==> src/rtl/ras_pkg.sv <==
// Shared types for the return-address stack: address type and the
// operation decoded from the {push, pop} request pair.
package ras_pkg;

  localparam int ADDR_W    = 12;
  localparam int RAS_DEPTH = 8;

  typedef logic [ADDR_W-1:0] ras_addr_t;

  // Encoding matches {push, pop} so the decode is a direct cast.
  typedef enum logic [1:0] {
    RAS_NOP     = 2'b00,
    RAS_POP     = 2'b01,
    RAS_PUSH    = 2'b10,
    RAS_REPLACE = 2'b11
  } ras_op_e;

endpackage

==> src/rtl/ras_storage.sv <==
// Return-address storage: DEPTH x ADDR_W register array, one write port,
// one combinational read port. Contents are intentionally not reset.
module ras_storage #(
  parameter int ADDR_W = 12,
  parameter int DEPTH  = 8,
  parameter int PTR_W  = $clog2(DEPTH)
) (
  input  logic              clk,
  input  logic              we,
  input  logic [PTR_W-1:0]  waddr,
  input  logic [ADDR_W-1:0] wdata,
  input  logic [PTR_W-1:0]  raddr,
  output logic [ADDR_W-1:0] rdata
);

  logic [ADDR_W-1:0] mem_reg [DEPTH];

  always_ff @(posedge clk) begin
    if (we) begin
      mem_reg[waddr] <= wdata;
    end
  end

  // Zero-latency read so a return can use the top entry in the pop cycle.
  assign rdata = mem_reg[raddr];

endmodule

==> src/rtl/return_addr_stack.sv <==
// Return-address stack feeding next-PC select: circular storage with
// count/full/empty status and sticky overflow/underflow flags.
module return_addr_stack #(
  parameter int ADDR_W = 12,
  parameter int DEPTH  = 8,
  parameter int PTR_W  = $clog2(DEPTH)
) (
  input  logic              clk,
  input  logic              rst,
  input  logic              push,
  input  logic              pop,
  input  logic [ADDR_W-1:0] push_addr,
  input  logic              clear_err,
  output logic [ADDR_W-1:0] top_addr,
  output logic              empty,
  output logic              full,
  output logic [PTR_W:0]    count,
  output logic              overflow,
  output logic              underflow
);

  import ras_pkg::*;

  localparam logic [PTR_W-1:0] PTR_ONE  = PTR_W'(1);
  localparam logic [PTR_W:0]   CNT_ONE  = (PTR_W + 1)'(1);
  localparam logic [PTR_W:0]   CNT_FULL = (PTR_W + 1)'(DEPTH);

  logic [PTR_W-1:0]  tos_reg, tos_next;
  logic [PTR_W:0]    count_reg, count_next;
  logic              overflow_reg, overflow_next;
  logic              underflow_reg, underflow_next;
  logic              ov_set, un_set;
  logic              we;
  logic [PTR_W-1:0]  waddr;
  logic [PTR_W-1:0]  top_idx;
  logic [ADDR_W-1:0] rdata;
  logic              is_empty, is_full;
  ras_op_e           op;

  assign op       = ras_op_e'({push, pop});
  assign top_idx  = tos_reg - PTR_ONE;
  assign is_empty = (count_reg == '0);
  assign is_full  = (count_reg == CNT_FULL);

  always_comb begin
    tos_next   = tos_reg;
    count_next = count_reg;
    we         = 1'b0;
    waddr      = tos_reg;
    ov_set     = 1'b0;
    un_set     = 1'b0;
    case (op)
      RAS_PUSH: begin
        // When full the write lands on the oldest slot and count saturates.
        we       = 1'b1;
        tos_next = tos_reg + PTR_ONE;
        if (is_full) begin
          ov_set = 1'b1;
        end else begin
          count_next = count_reg + CNT_ONE;
        end
      end
      RAS_POP: begin
        if (!is_empty) begin
          tos_next   = tos_reg - PTR_ONE;
          count_next = count_reg - CNT_ONE;
        end else begin
          un_set = 1'b1;
        end
      end
      RAS_REPLACE: begin
        we = 1'b1;
        if (!is_empty) begin
          waddr = top_idx;
        end else begin
          tos_next   = tos_reg + PTR_ONE;
          count_next = count_reg + CNT_ONE;
          un_set     = 1'b1;
        end
      end
      default: ;
    endcase
    // A fresh error in the same cycle beats the clear.
    overflow_next  = (overflow_reg  & ~clear_err) | ov_set;
    underflow_next = (underflow_reg & ~clear_err) | un_set;
  end

  always_ff @(posedge clk or negedge rst) begin
    if (!rst) begin
      tos_reg       <= '0;
      count_reg     <= '0;
      overflow_reg  <= 1'b0;
      underflow_reg <= 1'b0;
    end else begin
      tos_reg       <= tos_next;
      count_reg     <= count_next;
      overflow_reg  <= overflow_next;
      underflow_reg <= underflow_next;
    end
  end

  // Writes are suppressed while reset is held so no partial update survives.
  ras_storage #(
    .ADDR_W (ADDR_W),
    .DEPTH  (DEPTH),
    .PTR_W  (PTR_W)
  ) u_storage (
    .clk   (clk),
    .we    (we & rst),
    .waddr (waddr),
    .wdata (push_addr),
    .raddr (top_idx),
    .rdata (rdata)
  );

  assign top_addr  = is_empty ? '0 : rdata;
  assign empty     = is_empty;
  assign full      = is_full;
  assign count     = count_reg;
  assign overflow  = overflow_reg;
  assign underflow = underflow_reg;

endmodule
==> config.mk <==
export PLATFORM = sky130hd
export DESIGN_NAME = return_addr_stack
export DESIGN_NICKNAME = d
export VERILOG_FILES = /design/src/rtl/ras_pkg.sv /design/src/rtl/ras_storage.sv /design/src/rtl/return_addr_stack.sv
export SDC_FILE = /design/constraint.sdc
export NUM_CORES = 1
export LEC_CHECK = 0
export CAP_MARGIN = 20
export CORE_AREA = 8 8 145 147
export DETAILED_ROUTE_END_ITERATION = 10
export DIE_AREA = 0 0 153 155
export PLACE_DENSITY_LB_ADDON = 0.3
export SYNTH_ARGS = -nofsm -noshare
export SYNTH_HDL_FRONTEND = slang
export SYNTH_HIERARCHICAL = 1
export SYNTH_SLANG_ARGS = --single-unit
==> constraint.sdc <==
create_clock -name clk -period 5.5 [get_ports clk]
set_input_delay 1.1 -clock clk [delete_from_list [all_inputs] [get_ports clk]]
set_output_delay 1.1 -clock clk [all_outputs]
set_load 0.1 [all_outputs]
Word-level counts from Yosys, hierarchy flattened
Memory sizes are Yosys's and may differ from the RTL's.
Index checks and enable logic that the tools add are counted.

storage, ports and cells
  output and inout port bits = 20
  RAM bits = 96
  flip-flop bits (word level) = 9
  memories kept = 1

operators by class
  multiplexer cells = 16
  reductions and logical operators = 6
  $add $sub $neg = 4
  equal/unequal tests = 7
  bitwise operators = 6

memory list
  memory             words  width  rd ports  clocked after Yosys merged registers in  write ports  RTL line           RTL
  u_storage.mem_reg  8      12     1         0                                        1            ras_storage.sv:16  logic [ADDR_W-1:0] mem_reg [DEPTH];

operators with widths
  operator                                              count
  2-to-1 mux 12 bit                                     1
  2-to-1 mux 4 bit                                      3
  case mux 4 bit (3 select lines)                       1
  2-to-1 mux 3 bit                                      3
  case mux 3 bit (3 select lines)                       1
  2-to-1 mux 1 bit                                      7
  != test 2 bit (second input constant)                 3
  adder 4 x 1 -> 4 bit (second input constant)          1
  equality test 2 bit (second input constant)           2
  equality test 4 bit (second input constant)           1
  logical NOT 4 bit                                     1
  AND reduction 4 bit                                   1
  OR reduction 2 bit                                    2
  subtractor 4 x 1 -> 4 bit (second input constant)     1
  adder 3 x 1 -> 3 bit (second input constant)          1
  AND 1 bit                                             3
  nonzero test 3 bit                                    1
  subtractor 3 x 1 -> 3 bit (second input constant)     1
  equality test 2 x 1 -> 1 bit (second input constant)  1
  OR 1 bit                                              2
  AND reduction 2 bit                                   1
  NOT 1 bit                                             1

Logic depth before layout (Yosys ltp)
Gate-level depths: netlist of the first run.

  depth in word-level cells = 6
  depth in mapped cells = 9
  depth with buffers taken out = 8

Modules after synthesis
The synthesis of the first run kept the hierarchy.

modules (own cells, without submodules)
  module             cells each  times used  area an instance (um^2)  seq. area each (um^2)
  ras_storage        152         1           3747.3                   2882.8
  return_addr_stack  87          1           809.5                    225.2

Worst setup path before layout of the first run
OpenSTA, ideal clock, no wires.

  kind = register -> output
  from = reg count_reg[2], in the netlist count[2]
  to = out top_addr[10]
  arrival = 2.393 ns
  cell stages (with the launch flop) = 5
  path slack = 2.007 ns
  path through = dfrtp_1 -> or4_4 -> buf_6 -> clkbuf_1 -> and2_1

on the way
  longest elaborated chain between the ends = 2

ends and longest elaborated chain
  item                      RTL line                  RTL
  start: declaration        return_addr_stack.sv:29   logic [PTR_W:0] count_reg, count_next;
  start signal: assignment  return_addr_stack.sv:96   count_reg <= count_next;
  logical NOT 4 bit         return_addr_stack.sv:42   assign is_empty = (count_reg == '0);
  2-to-1 mux 12 bit         return_addr_stack.sv:116  assign top_addr = is_empty ? '0 : rdata;
  end: declaration          return_addr_stack.sv:14   output logic [ADDR_W-1:0] top_addr,

No other way between the ends.

Worst setup path in the final report of the first run
  from = reg tos_reg[0]
  to = out top_addr[3]

on the way
  longest elaborated chain between the ends = 3

ends and longest elaborated chain
  item                       RTL line                  RTL
  start: declaration         return_addr_stack.sv:28   logic [PTR_W-1:0] tos_reg, tos_next;
  start signal: assignment   return_addr_stack.sv:95   tos_reg <= tos_next;
  subtractor 3 x 1 -> 3 bit  return_addr_stack.sv:41   assign top_idx = tos_reg - PTR_ONE;
  net top_idx[0]             return_addr_stack.sv:35   logic [PTR_W-1:0] top_idx;
  memory read (8 x 12 bit)   --
  net rdata[3]               return_addr_stack.sv:36   logic [ADDR_W-1:0] rdata;
  2-to-1 mux 12 bit          return_addr_stack.sv:116

The timed path passes the listed nets, and every way through them passes these cells.

==> flow_summary.ini, run 1 <==
[outcome]
run_status = finished clean

[finish]
multi_input_comb_area_sq_um = 1340
nets = 309
areaGrowthSynthToFinish_pct = 20.8
post_route_cells_drive_above_1_share_pct = 20.4
largest_register_ffs = 96
antenna_cell_count = 0
layout.area.seq_sq_um = 3110
num-fill-cells = 1837

[flow_run]
max-cap-violations = 0

[timing]
unrepaired_setup_endpoints_after_global_routing = false
setup_total_negative_slack_ps = 0
final_hold_vios = 0
final.period_utilization_pct = 75.9
report.final.setup_viol = 0
max_slew_violation_count = 0
worst_pin_slew_ps = 972
slew-limit-headroom_pct = 35.0
final.setup_skew_ps = 10.1
fmaxAchievable_ghz = 0.240
finalCriticalPeriod_ps = 4170

[place]
place.detailed.hpwl_mm = 5.87
port_buffers = 36
finalWeightedCongestion = 0.695

[cts]
tritoncts.num_buffers = 9
ctsHoldBuffers = 0
cts_tree = yes
deepest_clock_path_buffer_count = 2
clk_root_buffer_cell = clkbuf_16
post_cts_resize_count = 0
htree_num_levels = 3
cts_post_setup_buffers_inserted = 0
clk_transition_reported_paths_ps = 70
cts.sinks = 105
clkLatencyLatePin_ps = 340

[global_route]
grt_first_pass_wirelength_mm = 14.0
gr-total-overflow = 0
globalRouteTotalUtil_pct = 8.03
grt_antenna_before_repair = 0
grt_start_max_net_pins = 26
grt_pass1_vias = 2383

[die]
area_of_the_placeable_core_sq_um = 19000
chipWidth_um = 153
floorplan.io_pins = 37
placement_rows = 51
die_y_um = 155
start_util_pct = 24.0
die-area_sq_um = 23700

[detailed_routing]
via_count = 2241
routed_wirelength_mm = 9.03
wl_per_cell_um = 17.1
drt_iter0_drc = 152
antenna_viol_nets_final = 0
drt_drc_violations_left = 0
routed_via_density = 4.25
drt_pass1_iterations = 4

[worst_hold_path]
min_from = overflow$_DFF_PN0_
hp_class = flip-flop to flip-flop

[worst_setup_path]
startpoint_type = flip-flop
cp_data_arrival_time_ps = 3070
element_type_at_the_critical_path_end = output pin
crit-reg2reg-launch = count[2]$_DFFE_PN0P_
critPathTopFamily = buffers and inverters
worstSetupStartpoint = tos_reg[0]$_DFFE_PN0P_
critical_path_peak_fanout = 25
critical_path.most_common_cell = buf_4
critPathKind = flip-flop to output pin
timing.critical_path.cells = inv_1 -> buf_4 -> ha_1 -> xor2_2 -> buf_4 -> mux4_1 -> mux2_2 -> and2_1 -> buf_4
worst-endpoint-required_ps = 4400
cp_num_buf_inv = 4
critical-path-max-stage-delay_ps = 430
crit_slowest_cell = dfrtp_1

[synthesis]
syn_avg_cell_area_sq_um = 19.1
synth_warnings = 6
synth_top_cell_by_area = edfxtp_1
post_synth_instance_area_sq_um = 4560
synth_top_cells_by_area = edfxtp_1, mux4_1, dfrtp_1
synth_largest_type_area_fraction_pct = 63.3
synth_sequential_area_ratio_pct = 68.2
synthMostInstantiatedCell = edfxtp_1
yosys.cell_types.count = 34
synth_enable_flop_cells = 96
synth-seq-cells = 105
synthesis.instances = 239
synth_top_cells_by_count = edfxtp_1, mux4_1, and2_1, mux2_2, dfrtp_1
synth_async_sr_flop_share_pct = 8.57
synthesis.nets = 263
ys_dominant_reg_cell = edfxtp_1
## layout by cell type, fill, tap and decap left out, types with 2 or more instances in the layout
master	instances
edfxtp_1	96
nor2_1	7
dfrtp_1	9
buf_4	22
xnor2_1	6
bufinv_16	2
ha_1	7
clkdlybuf4s50_1	24
mux4_2	3
xor2_1	2
o21ai_0	5
nand2b_1	5
a21oi_1	4
nand3_1	3
inv_1	7
nor3_2	2
nor3b_1	3
clkbuf_16	9
and2_1	13
nand2_1	6
mux4_1	21
mux2_2	13
nor2b_1	2
## metrics by stage
stage | cell area (sq um) | utilization, % | hold WS (ps) | std cells | setup slack [ps]
after global routing | 5510 | 29.0 | 540 | 527 | 1140
after global placement | 5200 | 27.4 | 516 | 512 | 1630
after detailed placement | 5200 | 27.4 | 522 | 512 | 1580
after floorplan | 4560 | - | 498 | 239 | 2010
after CTS | 5510 | 29.0 | 534 | 527 | 1270
final | 5510 | 29.0 | 525 | 527 | 1330
## area by class of cell
cell class	count	area share [%]
flip-flops and latches	105	56.5
multi-input cells	115	24.4
repair buffers	46	7.36
well taps	238	5.41
clock buffers	10	4.16
clock inverters	5	1.45
inverters	8	0.773
## layer usage
| layer | track usage [%] | wire, um | vias to the layer above |
|---|---|---|---|
| met5 | 0 | 0 | - |
| met4 | 3.25 | 154 | 0 |
| met3 | 2.52 | 381 | 11 |
| met2 | 13.5 | 4420 | 39 |
| met1 | 9.40 | 4070 | 1143 |
| li1 | - | - | 1048 |
## cell families after synthesis
logic type               Yosys count  synth area share, %
flip-flops                       105                 68.2
AO/OA/AOI/OAI                     14                 2.03
buffers and inverters             19                 2.72
adder cells (fa/ha/maj)            7                 1.92
XOR/XNOR                           9                 1.73
AND/OR/NAND/NOR                   47                 6.26
multiplexers                      38                 17.1
## worst register-to-register path, delay by kind of cell (launching register included)
family	cells	cell delay [ps]
AO/OA/AOI/OAI	1	220
buffers and inverters	1	310
AND/OR/NAND/NOR	4	1690
flip-flops	1	460
## path summary, 6_finish.rpt
check	cells past startpoint	slack [ps]	end
min reg2reg	2	520	overflow$_DFF_PN0_
min in group asynchronous	1	1070	count[3]$_DFFE_PN0P_
max reg2reg	6	2500	u_storage/mem_reg[5][11]$_DFFE_PP_
max in group asynchronous	1	4100	count[0]$_DFFE_PN0P_
min	2	520	overflow$_DFF_PN0_
max	9	1330	top_addr[3]
Power of run 1 is left out: the tool's default activity adds up to more than one toggle a clock period on the data nets, which glitch-free logic cannot reach.
==> run 2, diff against run 1 <==
Clock period 5.5 ns to 3.8 ns, I/O delays scaled along.
==> run 2 against run 1 <==
Compared with the run above: clock skew is 1.0 ps lower; critical path depth fell by 1; final area increased by 4.6%; register-to-register slack got worse by 1500 ps; via count up 2.7%; final cell count grew 2.1%; non-clock buffer count is 10 higher; clock-buffer cell count unchanged; setup slack lost 920 ps.
==> flow_summary.ini, run 2 (synthesis results as in run 1) <==
[die]
area_of_the_placeable_core_sq_um = 19000
die-area_sq_um = 23700
start_util_pct = 24.0
chipWidth_um = 153
placement_rows = 51
die_y_um = 155
floorplan.io_pins = 37

[timing]
finalCriticalPeriod_ps = 3390
fmaxAchievable_ghz = 0.295
setup_total_negative_slack_ps = 0
unrepaired_setup_endpoints_after_global_routing = false
worst_pin_slew_ps = 972
report.final.setup_viol = 0
fin_worst_hold_slack_ps = 535
final_hold_vios = 0
final.setup_skew_ps = 9.14
final.period_utilization_pct = 89.3
max_slew_violation_count = 0
slew-limit-headroom_pct = 35.0

[worst_setup_path]
critical-path-max-stage-delay_ps = 420
critical_path_peak_fanout = 24
element_type_at_the_critical_path_end = output pin
worstSetupPathDepth = 8
crit_slowest_cell = dfrtp_1
cp_num_buf_inv = 3
critPathKind = flip-flop to output pin
worst-endpoint-required_ps = 3040
cp_data_arrival_time_ps = 2630
timing.rr.end = u_storage/mem_reg[1][10]$_DFFE_PP_
critPathTopFamily = buffers and inverters
crit-reg2reg-launch = count[1]$_DFFE_PN0P_
startpoint_type = flip-flop
worstSetupStartpoint = tos_reg[0]$_DFFE_PN0P_
depth_of_the_worst_register_to_register_path = 6
timing.critical_path.cells = inv_1 -> ha_1 -> xor2_2 -> buf_4 -> mux4_1 -> mux2_2 -> and2_1 -> buf_12
r2r_setup_slack_ps = 1020
worst_setup_path_endpoint = top_addr[2]

[detailed_routing]
via_count = 2302
routed_via_density = 4.28
wl_per_cell_um = 17.4
antenna_viol_nets_final = 0
routed_wirelength_mm = 9.34
drt_iter0_drc = 112
drt_drc_violations_left = 0
drt_pass1_iterations = 4

[place]
dp.cells = 522
finalWeightedCongestion = 0.753
postPlaceCellArea_sq_um = 5420
port_buffers = 36
place.detailed.hpwl_mm = 6.17

[cts]
post_cts_resize_count = 0
ctsHoldBuffers = 0
clk_transition_reported_paths_ps = 70
cts_post_setup_buffers_inserted = 0
clkLatencyLatePin_ps = 340
cts_tree = yes
deepest_clock_path_buffer_count = 2
tritoncts.num_buffers = 9
cts.sinks = 105
htree_num_levels = 3
clk_root_buffer_cell = clkbuf_16

[flow_run]
max-cap-violations = 0

[global_route]
grt_pass1_vias = 2442
grt_start_max_net_pins = 25
gr-total-overflow = 0
grt_antenna_before_repair = 0
globalRouteTotalUtil_pct = 8.21
grt_first_pass_wirelength_mm = 14.6

[finish]
num-fill-cells = 1819
antenna_cell_count = 0
finish.cell_count_without_fillers = 538
final_std_cell_area_no_fill_sq_um = 5760
nets = 319
largest_register_ffs = 96
areaGrowthSynthToFinish_pct = 26.4
layout_common_cells = edfxtp_1, clkdlybuf4s50_1, buf_4
post_route_cells_drive_above_1_share_pct = 24.3
leading_cell_type_in_the_layout_fill_and_taps_excluded = edfxtp_1

[worst_hold_path]
hp_class = flip-flop to flip-flop

[outcome]
run_status = finished clean
[run 2: layout make-up]
cell class	count	area (sq um)	area share [%]
clock buffer	10	229	3.97
clock inverter	6	115	2.00
inverter	8	42.5	0.738
multi-input combinational	115	1340	23.3
sequential	105	3110	54.0
tap	238	298	5.17
timing repair buffer	56	626	10.9
[run 2: how the worst min path moves through the flow]
stage                       start              endpoint  slack (ps)  cells past startpoint
6_report       overflow$_DFF_PN0_    overflow$_DFF_PN0_         540                      2
5_1_grt        overflow$_DFF_PN0_    overflow$_DFF_PN0_         570                      2
4_1_cts        overflow$_DFF_PN0_    overflow$_DFF_PN0_         550                      2
3_5_place_dp   overflow$_DFF_PN0_    overflow$_DFF_PN0_         540                      2
3_3_place_gp   overflow$_DFF_PN0_    overflow$_DFF_PN0_         520                      2
2_1_floorplan                 rst  count[0]$_DFFE_PN0P_         460                      0
[run 2: worst reg2reg max path: stages, from the launching register on]
cell and delay, ps:
dfrtp_1 490, or4_4 700, nand2_1 190, xnor2_1 270
nand2b_1 140, nor2_1 430, buf_4 260
[run 2: routing by layer]
layer	up-vias	wire length [um]	global-route usage (%)
met3	11	428	2.22
met1	1186	4240	9.83
li1	1062	-	-
met4	0	195	3.86
met5	-	0	0
met2	43	4470	13.6
[run 2: metrics by stage]
stage	utilization [%]	setup WS, ps
global route	30.4	243
detailed placement	28.6	477
floorplan	-	541
global placement	28.6	500
CTS	30.4	342
finish	30.4	407
Power of run 2 is left out for the same reason.
